==> src/rtl/ttl_updn_counter_chain_sync_pkg.sv <==
// Shared constants for the cascaded 4-bit up/down counter chain.
package ttl_counter_pkg;

  localparam int STAGE_W = 4;
  localparam logic [STAGE_W-1:0] BIN_MAX = 4'd15;
  localparam logic [STAGE_W-1:0] BCD_MAX = 4'd9;

  function automatic logic [STAGE_W-1:0] digit_max(input int bcd);
    return (bcd != 0) ? BCD_MAX : BIN_MAX;
  endfunction

endpackage

==> src/rtl/ttl_updn_counter_chain_sync_if.sv <==
// Control, data and status bundle of the counter chain.
interface ttl_updn_counter_chain_sync_if #(
  parameter int STAGES = 2
);
  logic                  Cen;
  logic                  Clear_bar;
  logic                  Load_bar;
  logic                  ENT;
  logic                  ENP;
  logic                  Up_Dn;
  logic [4*STAGES-1:0]   D;
  logic [4*STAGES-1:0]   Q;
  logic [STAGES-1:0]     Stage_TC;
  logic                  RCO;

  modport master (
    output Cen, Clear_bar, Load_bar, ENT, ENP, Up_Dn, D,
    input  Q, Stage_TC, RCO
  );

  modport slave (
    input  Cen, Clear_bar, Load_bar, ENT, ENP, Up_Dn, D,
    output Q, Stage_TC, RCO
  );
endinterface

==> src/rtl/ttl_updn_counter_chain_sync_stage.sv <==
// One 4-bit up/down digit; clr/ld/step arrive already qualified by the tick.
module ttl_updn_stage_sync
  import ttl_counter_pkg::*;
#(
  parameter int BCD = 0
) (
  input  logic               clk,
  input  logic               rst_n,
  input  logic               clr,
  input  logic               ld,
  input  logic               step,
  input  logic               up,
  input  logic [STAGE_W-1:0] d,
  output logic [STAGE_W-1:0] q,
  output logic               tc
);

  localparam logic [STAGE_W-1:0] MAX = digit_max(BCD);

  logic [STAGE_W-1:0] q_next;

  always_comb begin
    tc = up ? (q == MAX) : (q == '0);
  end

  // Up from an out-of-range BCD digit (>9) returns to 0; tc stays low so no carry.
  always_comb begin
    q_next = q;
    if (clr) begin
      q_next = '0;
    end else if (ld) begin
      q_next = d;
    end else if (step) begin
      if (up) begin
        q_next = (q >= MAX) ? '0 : q + STAGE_W'(1);
      end else begin
        q_next = (q == '0) ? MAX : q - STAGE_W'(1);
      end
    end
  end

  always_ff @(posedge clk or negedge rst_n) begin
    if (!rst_n) begin
      q <= '0;
    end else begin
      q <= q_next;
    end
  end

endmodule

==> src/rtl/ttl_updn_counter_chain_sync.sv <==
// Cascaded up/down counter chain; one Cen rising edge = one tick for all stages.
module ttl_updn_counter_chain_sync
  import ttl_counter_pkg::*;
#(
  parameter int STAGES = 2,
  parameter int BCD    = 0
) (
  input  logic                          Clk,
  input  logic                          Reset_bar,
  ttl_updn_counter_chain_sync_if.slave  bus
);

  logic                        last_cen;
  logic                        tick;
  logic                        do_clr;
  logic                        do_ld;
  logic                        do_cnt;
  logic [STAGES-1:0]           tc;
  logic [STAGES-1:0]           carry;
  logic [STAGE_W*STAGES-1:0]   q_all;

  // Reset value 1 blocks a false tick when Cen is already high at release.
  always_ff @(posedge Clk or negedge Reset_bar) begin
    if (!Reset_bar) begin
      last_cen <= 1'b1;
    end else begin
      last_cen <= bus.Cen;
    end
  end

  always_comb begin
    tick   = bus.Cen & ~last_cen;
    do_clr = tick & ~bus.Clear_bar;
    do_ld  = tick & bus.Clear_bar & ~bus.Load_bar;
    do_cnt = tick & bus.Clear_bar & bus.Load_bar & bus.ENT & bus.ENP;
  end

  always_comb begin : carry_chain
    logic acc;
    acc   = 1'b1;
    carry = '0;
    for (int k = 0; k < STAGES; k++) begin
      carry[k] = acc;
      acc      = acc & tc[k];
    end
  end

  for (genvar k = 0; k < STAGES; k++) begin : g_stage
    ttl_updn_stage_sync #(
      .BCD (BCD)
    ) u_stage (
      .clk   (Clk),
      .rst_n (Reset_bar),
      .clr   (do_clr),
      .ld    (do_ld),
      .step  (do_cnt & carry[k]),
      .up    (bus.Up_Dn),
      .d     (bus.D[STAGE_W*k +: STAGE_W]),
      .q     (q_all[STAGE_W*k +: STAGE_W]),
      .tc    (tc[k])
    );
  end

  assign bus.Q        = q_all;
  assign bus.Stage_TC = tc;
  assign bus.RCO      = bus.ENT & (&tc);

endmodule

==> src/flat_wrapper.sv <==
// flat-port wrapper written by rule: the top's interface ports become plain ports
module ttl_updn_counter_chain_sync_flat import ttl_counter_pkg::*;
#(
  parameter int STAGES = 2,
  parameter int BCD    = 0
)
  (Clk, Reset_bar, bus_Cen, bus_Clear_bar, bus_Load_bar, bus_ENT, bus_ENP, bus_Up_Dn, bus_D, bus_Q, bus_Stage_TC, bus_RCO);
  ttl_updn_counter_chain_sync_if #(.STAGES(STAGES)) bus_i ();
  input  logic Clk;
  input  logic Reset_bar;
  input wire logic [$bits(bus_i.Cen)-1:0] bus_Cen;
  input wire logic [$bits(bus_i.Clear_bar)-1:0] bus_Clear_bar;
  input wire logic [$bits(bus_i.Load_bar)-1:0] bus_Load_bar;
  input wire logic [$bits(bus_i.ENT)-1:0] bus_ENT;
  input wire logic [$bits(bus_i.ENP)-1:0] bus_ENP;
  input wire logic [$bits(bus_i.Up_Dn)-1:0] bus_Up_Dn;
  input wire logic [$bits(bus_i.D)-1:0] bus_D;
  output wire logic [$bits(bus_i.Q)-1:0] bus_Q;
  output wire logic [$bits(bus_i.Stage_TC)-1:0] bus_Stage_TC;
  output wire logic [$bits(bus_i.RCO)-1:0] bus_RCO;
  assign bus_i.Cen = bus_Cen;
  assign bus_i.Clear_bar = bus_Clear_bar;
  assign bus_i.Load_bar = bus_Load_bar;
  assign bus_i.ENT = bus_ENT;
  assign bus_i.ENP = bus_ENP;
  assign bus_i.Up_Dn = bus_Up_Dn;
  assign bus_i.D = bus_D;
  assign bus_Q = bus_i.Q;
  assign bus_Stage_TC = bus_i.Stage_TC;
  assign bus_RCO = bus_i.RCO;
  ttl_updn_counter_chain_sync #(.STAGES(STAGES), .BCD(BCD)) u_core (.Clk(Clk), .Reset_bar(Reset_bar), .bus(bus_i));
endmodule
==> config.mk <==
export PLATFORM = sky130hd
export DESIGN_NAME = ttl_updn_counter_chain_sync_flat
export DESIGN_NICKNAME = d
export VERILOG_FILES = /design/src/rtl/ttl_updn_counter_chain_sync_pkg.sv /design/src/rtl/ttl_updn_counter_chain_sync_if.sv /design/src/rtl/ttl_updn_counter_chain_sync_stage.sv /design/src/rtl/ttl_updn_counter_chain_sync.sv /design/src/flat_wrapper.sv
export SDC_FILE = /design/constraint.sdc
export NUM_CORES = 1
export LEC_CHECK = 0
export ABC_AREA = 0
export BUFFER_PORTS_ARGS = -buffer_cell sky130_fd_sc_hd__buf_4
export CORE_UTILIZATION = 38
export CTS_BUF_LIST = sky130_fd_sc_hd__clkbuf_8
export DETAILED_ROUTE_END_ITERATION = 10
export GPL_ROUTABILITY_DRIVEN = 0
export GPL_TIMING_DRIVEN = 1
export PLACE_DENSITY = 0.72
export SYNTH_ARGS = -nofsm -noshare
export SYNTH_HDL_FRONTEND = slang
export SYNTH_SLANG_ARGS = --single-unit
export TNS_END_PERCENT = 50
==> constraint.sdc <==
create_clock -name Clk -period 1.9 [get_ports Clk]
set_input_delay 0.19 -clock Clk [delete_from_list [all_inputs] [get_ports Clk]]
set_output_delay 0.19 -clock Clk [all_outputs]
set_load 0.005 [all_outputs]
# Word level (Yosys, flattened, before mapping)
# Index checks and enable logic that the tools add are counted.
# W data, S select, Z words.
# word_totals
reg_bits,9
in_bits,16
word_cells,42
# classes
addsub,4
order_cmp,2
eq_ne,2
n_mux,14
n_bitwise,12
n_reduce_logical,5
# ops
operator,n
$mux W4,12
$and A1 B1 Y1,9
$add A4 B1 Y4 const B,2
$eq A4 B4 Y1 const B,2
$ge A4 B4 Y1 const B,2
$logic_not A4 Y1,2
$sub A4 B1 Y4 const B,2
$reduce_bool A3 Y1,2
$not A1 Y1,3
$mux W1,2
$reduce_and A2 Y1,1

# Longest topological paths before layout
# logic_depth
word_depth,10
mapped_depth,7

# Modules after synthesis
# From an unflattened synthesis, not the netlist that was laid out.
# hier_totals
cells_unflattened,101
area_unflattened_um2,829.5
# by_module_without_submodules
module,n_inst,cells_each,area_per_inst_um2,seq_area_each_um2
ttl_updn_stage_sync,2,46,371.6,100.1
ttl_updn_counter_chain_sync,1,9,86.3,26.3

# Worst setup path before layout
# OpenSTA, ideal clock, no wires.
# synth_path
path_kind,register -> register
start,reg u_core.g_stage[0].u_stage.q[0]
end,reg u_core.g_stage[1].u_stage.q[3]
setup_ns,0.101
t_arrival_ns,1.627
required_ns,1.799
path_slack_ns,0.173
path_stages_with_launch,7
path_buffers,0
path_cell_list,dfrtp_1 > inv_1 > ha_1 > nand2b_4 > o31a_1 > a221o_1 > o311ai_2
# synth_via
elab_chain_len,4
word_cells_on_any_way,5
# synth_lines
item,line_no,text
"start, declared",ttl_updn_counter_chain_sync_stage.sv:14,"output logic [STAGE_W-1:0] q,"
"start signal, assigned",ttl_updn_counter_chain_sync_stage.sv:46,q <= q_next;
$eq A4 B4 Y1 or $logic_not A4 Y1 (tied branches),ttl_updn_counter_chain_sync_stage.sv:23,tc = up ? (q == MAX) : (q == '0);
$mux W1 *,ttl_updn_counter_chain_sync_stage.sv:23,
$and A1 B1 Y1 *,ttl_updn_counter_chain_sync.sv:56,".step (do_cnt & carry[k]),"
$reduce_bool A3 Y1 (no line) *,-,
"end signal, assigned",ttl_updn_counter_chain_sync_stage.sv:46,
"end, declared",ttl_updn_counter_chain_sync_stage.sv:14,
# Mark *: on every way between the ends. The rest lies on a longest branch, timed or not.
# A chain may end at the register's enable or synchronous reset.

# Worst setup path after layout
# Ends and elaborated chain as after synthesis.

==> impl_metrics.prom <==
# TYPE chip_impl_metric gauge
chip_impl_info{name="run_status",value="completed"} 1
chip_impl_metric{name="grt_util_all_layers",unit="%"} 20.3
chip_impl_metric{name="power-per-cell-area",unit="mW/mm²"} 955
chip_impl_metric{name="clock_insertion_delay_worst_skew",unit="ns"} 0.24
chip_impl_metric{name="cts.path.max_buffers",unit=""} 2
chip_impl_metric{name="core-area",unit="mm²"} 0.00202
chip_impl_metric{name="vias_in_the_first_global_route",unit=""} 820
chip_impl_metric{name="num_antenna_cells",unit=""} 0
chip_impl_metric{name="clock_tree.htree_level_count",unit=""} 1
chip_impl_metric{name="placement.setup.worst_slack",unit="ns"} 0.173
chip_impl_metric{name="clock_power_share",unit="%"} 19.9
chip_impl_metric{name="timing.final.ws_setup",unit="ns"} 0.0556
chip_impl_info{name="worstHoldStart",value="bus_Cen"} 1
chip_impl_info{name="path_cells",value="inv_2, ha_2, nand2b_4, o31a_1, buf_4, a221o_1, o311ai_2"} 1
chip_impl_metric{name="post_syn_area",unit="µm²"} 843
chip_impl_metric{name="r2r_slack",unit="ns"} 0.06
chip_impl_metric{name="synth.distinct_cells",unit=""} 43
chip_impl_metric{name="wire_length_reported_by_the_detailed_router",unit="mm"} 2.29
chip_impl_metric{name="overflow",unit=""} 0
chip_impl_metric{name="worst-r2r-cell-count",unit=""} 7
chip_impl_metric{name="design.final.nets",unit=""} 154
chip_impl_info{name="crit_start",value="u_core.g_stage[0].u_stage.q[0]"} 1
chip_impl_metric{name="synth_edf_count",unit=""} 0
chip_impl_metric{name="max-vdd-ir-drop",unit="µV"} 623
chip_impl_metric{name="ant_nets",unit=""} 0
chip_impl_metric{name="comb_power_share",unit="%"} 51.5
chip_impl_metric{name="tightestPinTransition",unit="ns"} 0.449
chip_impl_metric{name="dp.cells",unit=""} 152
chip_impl_info{name="worstSetupPathType",value="reg -> reg"} 1
chip_impl_metric{name="netlist.area_leader.share",unit="%"} 23.7
chip_impl_metric{name="place_hpwl",unit="mm"} 1.68
chip_impl_info{name="hold_path_end",value="u_core.last_cen"} 1
chip_impl_metric{name="pin_count_of_the_biggest_net_entering_global_routing",unit=""} 14
chip_impl_metric{name="clock.fmax",unit="GHz"} 0.542
chip_impl_metric{name="postSynthRegisterBits",unit=""} 9
chip_impl_metric{name="cts_num_sinks",unit=""} 9
chip_impl_metric{name="die_area",unit="mm²"} 0.00241
chip_impl_metric{name="timing.final.hold_violations",unit=""} 0
chip_impl_metric{name="area_growth",unit="%"} 39.9
chip_impl_metric{name="netSwitchingPower",unit="W"} 0.000439
chip_impl_metric{name="worst_hold_path_cells",unit=""} 1
chip_impl_metric{name="detail_route.drc_violations",unit=""} 0
chip_impl_metric{name="critPathRequiredTime",unit="ns"} 2.04
chip_impl_info{name="post-synth-top-area-cell",value="sky130_fd_sc_hd__dfrtp_1"} 1
chip_impl_metric{name="timing.critical_path.slowest_cell_delay",unit="ns"} 0.40
chip_impl_metric{name="finClkSkew",unit="ns"} 0.00400
chip_impl_metric{name="finish.cell_count_without_fillers",unit=""} 159
chip_impl_metric{name="floorplan.rows",unit=""} 16
chip_impl_info{name="worstSetupStartpointType",value="register"} 1
chip_impl_metric{name="ys_warn_count",unit=""} 0
chip_impl_metric{name="synthesis.instances",unit=""} 100
chip_impl_metric{name="initialDrtViolationCount",unit=""} 35
chip_impl_metric{name="power.leakage",unit="nW"} 0.547
chip_impl_metric{name="arrival",unit="ns"} 1.98
chip_impl_info{name="top_delay_family_on_crit_path",value="compound AO/OA/AOI/OAI gates"} 1
chip_impl_metric{name="wl_per_cell",unit="µm"} 14.4
chip_impl_metric{name="setup_violations",unit=""} 0
chip_impl_metric{name="fill_cells",unit=""} 191
chip_impl_metric{name="synth.net_count",unit=""} 121
chip_impl_metric{name="floorplan.die.height",unit="µm"} 49.1
chip_impl_metric{name="grt_antenna_before_repair",unit=""} 0
chip_impl_info{name="rr_endpoint",value="u_core.g_stage[1].u_stage.q[3]"} 1
chip_impl_metric{name="cts_inserted_buffers",unit=""} 3
chip_impl_info{name="r2r-start",value="u_core.g_stage[0].u_stage.q[0]"} 1
chip_impl_metric{name="yosysSeqAreaShare",unit="%"} 26.9
chip_impl_metric{name="design.portCount",unit=""} 27
chip_impl_info{name="dominantRegCellSynth",value="sky130_fd_sc_hd__dfrtp_1"} 1
chip_impl_metric{name="layout-drive-gt1-share",unit="%"} 33.3
chip_impl_metric{name="cp_max_fo",unit=""} 4
chip_impl_metric{name="cap_violations",unit=""} 0
chip_impl_metric{name="max_transition_viols_final",unit=""} 0
chip_impl_info{name="synth.area.top_cells",value="sky130_fd_sc_hd__dfrtp_1 (24%), sky130_fd_sc_hd__ha_1 (7.4%), sky130_fd_sc_hd__inv_1 (4.0%)"} 1
chip_impl_metric{name="critPathBufInv",unit=""} 2
chip_impl_metric{name="switching_share",unit="%"} 38.9
chip_impl_info{name="holdCritPathClass",value="in -> reg"} 1
chip_impl_metric{name="route.detailed.vias_per_inst",unit=""} 5.76
chip_impl_metric{name="dr.pass1.iters",unit=""} 4
chip_impl_metric{name="initial_core_util",unit="%"} 41.7
chip_impl_metric{name="clkTransAtPathRegs",unit="ns"} 0.05
chip_impl_metric{name="syn-mean-instance-area",unit="µm²"} 8.43
chip_impl_metric{name="max-slew-margin-rel",unit="%"} 69.9
chip_impl_metric{name="power_frac_seq",unit="%"} 28.6
chip_impl_info{name="critical_path.endpoint_type",value="register"} 1
chip_impl_metric{name="io_buffers",unit=""} 26
chip_impl_info{name="netlist_top_cells_count",value="sky130_fd_sc_hd__inv_1 (9), sky130_fd_sc_hd__nand2_1 (9), sky130_fd_sc_hd__dfrtp_1 (8)"} 1
chip_impl_metric{name="async_flop_share",unit="%"} 100
chip_impl_metric{name="holdWs",unit="ns"} 0.0757
chip_impl_metric{name="grt_pass1_wl",unit="mm"} 3.80
chip_impl_metric{name="post-route-min-period",unit="ns"} 1.84
chip_impl_metric{name="internal_power",unit="W"} 0.000688
chip_impl_metric{name="fin_util",unit="%"} 58.4
chip_impl_metric{name="routed-via-count",unit=""} 916
chip_impl_info{name="ctsRootBufferMaster",value="sky130_fd_sc_hd__clkbuf_8"} 1
chip_impl_info{name="cell_type_of_the_slowest_stage_on_the_worst_timing_path",value="sky130_fd_sc_hd__dfrtp_1"} 1
chip_impl_metric{name="post-route-period-util",unit="%"} 97.1
chip_impl_metric{name="chipWidth",unit="µm"} 49.1
chip_impl_info{name="clock_tree_from_tritoncts",value="done"} 1
-- stage by stage --
| step | power (W) | setup TNS, ns | instance area, µm² |
|---|---|---|---|
| 2_1_floorplan | 0.000641 | 0 | 843 |
| 3_3_place_gp | 0.000841 | 0 | 1070 |
| 3_5_place_dp | 0.000854 | 0 | 1070 |
| 4_1_cts | 0.00110 | 0 | 1140 |
| 5_1_grt | 0.00121 | -0.0348 | 1180 |
| 6_report | 0.00113 | 0 | 1180 |
-- power by group through the flow --
| stage | combinational [W] | clock, W | sequential (W) |
|---|---|---|---|
| floorplan | 0.000328 | 0 | 0.000313 |
| finish | 0.000581 | 0.000224 | 0.000322 |
| global placement | 0.000530 | 0 | 0.000312 |
| CTS | 0.000554 | 0.000227 | 0.000316 |
| detailed placement | 0.000539 | 0 | 0.000315 |
| global route | 0.000637 | 0.000239 | 0.000333 |
-- placed cells by master, fill, tap and decap left out, types with 3 or more instances in the layout --
cell type,instances
sky130_fd_sc_hd__dfrtp_1,8
sky130_fd_sc_hd__buf_4,31
sky130_fd_sc_hd__inv_1,8
sky130_fd_sc_hd__xor2_1,3
sky130_fd_sc_hd__a21oi_1,3
sky130_fd_sc_hd__o21ai_1,3
sky130_fd_sc_hd__a211oi_1,3
sky130_fd_sc_hd__nand2_1,9
sky130_fd_sc_hd__clkbuf_8,3
sky130_fd_sc_hd__o21ai_0,6
sky130_fd_sc_hd__a221o_1,3
sky130_fd_sc_hd__o211ai_1,3
sky130_fd_sc_hd__ha_1,3
sky130_fd_sc_hd__nor2_1,6
-- kinds of logic (layout without fill, tap and decap cells) --
family,after synthesis,after routing,synth area share (%)
simple gates,30,30,20.8
flops,9,9,26.9
fa+ha+maj,5,5,7.42
mux,1,1,1.19
xor+xnor,3,3,3.12
buf+inv,14,46,7.57
compound gates,38,38,33.1
-- repair_timing --
action / in CTS / in global routing
setup buffers: 1 / 1
hold endpoints to repair: 9 / 0
pin swaps: 0 / 0
resized for setup: 1 / 7
hold buffers: 1 / 0
setup endpoints to repair: 1 / 2
-- layout make-up --
type | instances | area (µm²) | area share, %
Clock buffer | 3 | 41.3 | 3.50
Clock inverter | 1 | 3.75 | 0.318
Inverter | 9 | 33.8 | 2.86
Multi-Input combinational cell | 77 | 587 | 49.7
Sequential cell | 9 | 226 | 19.2
Tap cell | 27 | 33.8 | 2.86
Timing Repair Buffer | 33 | 254 | 21.5
-- how the worst max path moves through the flow --
| stage | to | slack [ns] | cells after the start |
|---|---|---|---|
| global placement | u_core.g_stage[1].u_stage.q[2] | 0.22 | 7 |
| detailed placement | u_core.g_stage[1].u_stage.q[2] | 0.17 | 7 |
| finish | u_core.g_stage[1].u_stage.q[3] | 0.06 | 7 |
| global route | u_core.g_stage[1].u_stage.q[3] | -0.03 | 7 |
| floorplan | u_core.g_stage[1].u_stage.q[3] | 0.17 | 6 |
| CTS | bus_RCO | 0.03 | 7 |
-- state kept, by name (all words and copies together), names as in the netlist --
name	cells
u_core.g_stage.u_stage.q	8
u_core.last_cen	1
-- worst register-to-register path: stages (launching register included) --
cell                       delay, ns
sky130_fd_sc_hd__dfrtp_1        0.40
sky130_fd_sc_hd__inv_2          0.10
sky130_fd_sc_hd__ha_2           0.22
sky130_fd_sc_hd__nand2b_4       0.06
sky130_fd_sc_hd__o31a_1         0.26
sky130_fd_sc_hd__buf_4          0.15
sky130_fd_sc_hd__a221o_1        0.35
sky130_fd_sc_hd__o311ai_2       0.20
-- layer usage --
| layer | track usage [%] | share of wire, % |
|---|---|---|
| met1 | 27.9 | 45 |
| met2 | 32.0 | 48 |
| met3 | 5.92 | 7.2 |
| met4 | 2.94 | 0.44 |
| met5 | 0 | 0 |
No activity file was read; power rests on OpenSTA's default activity.
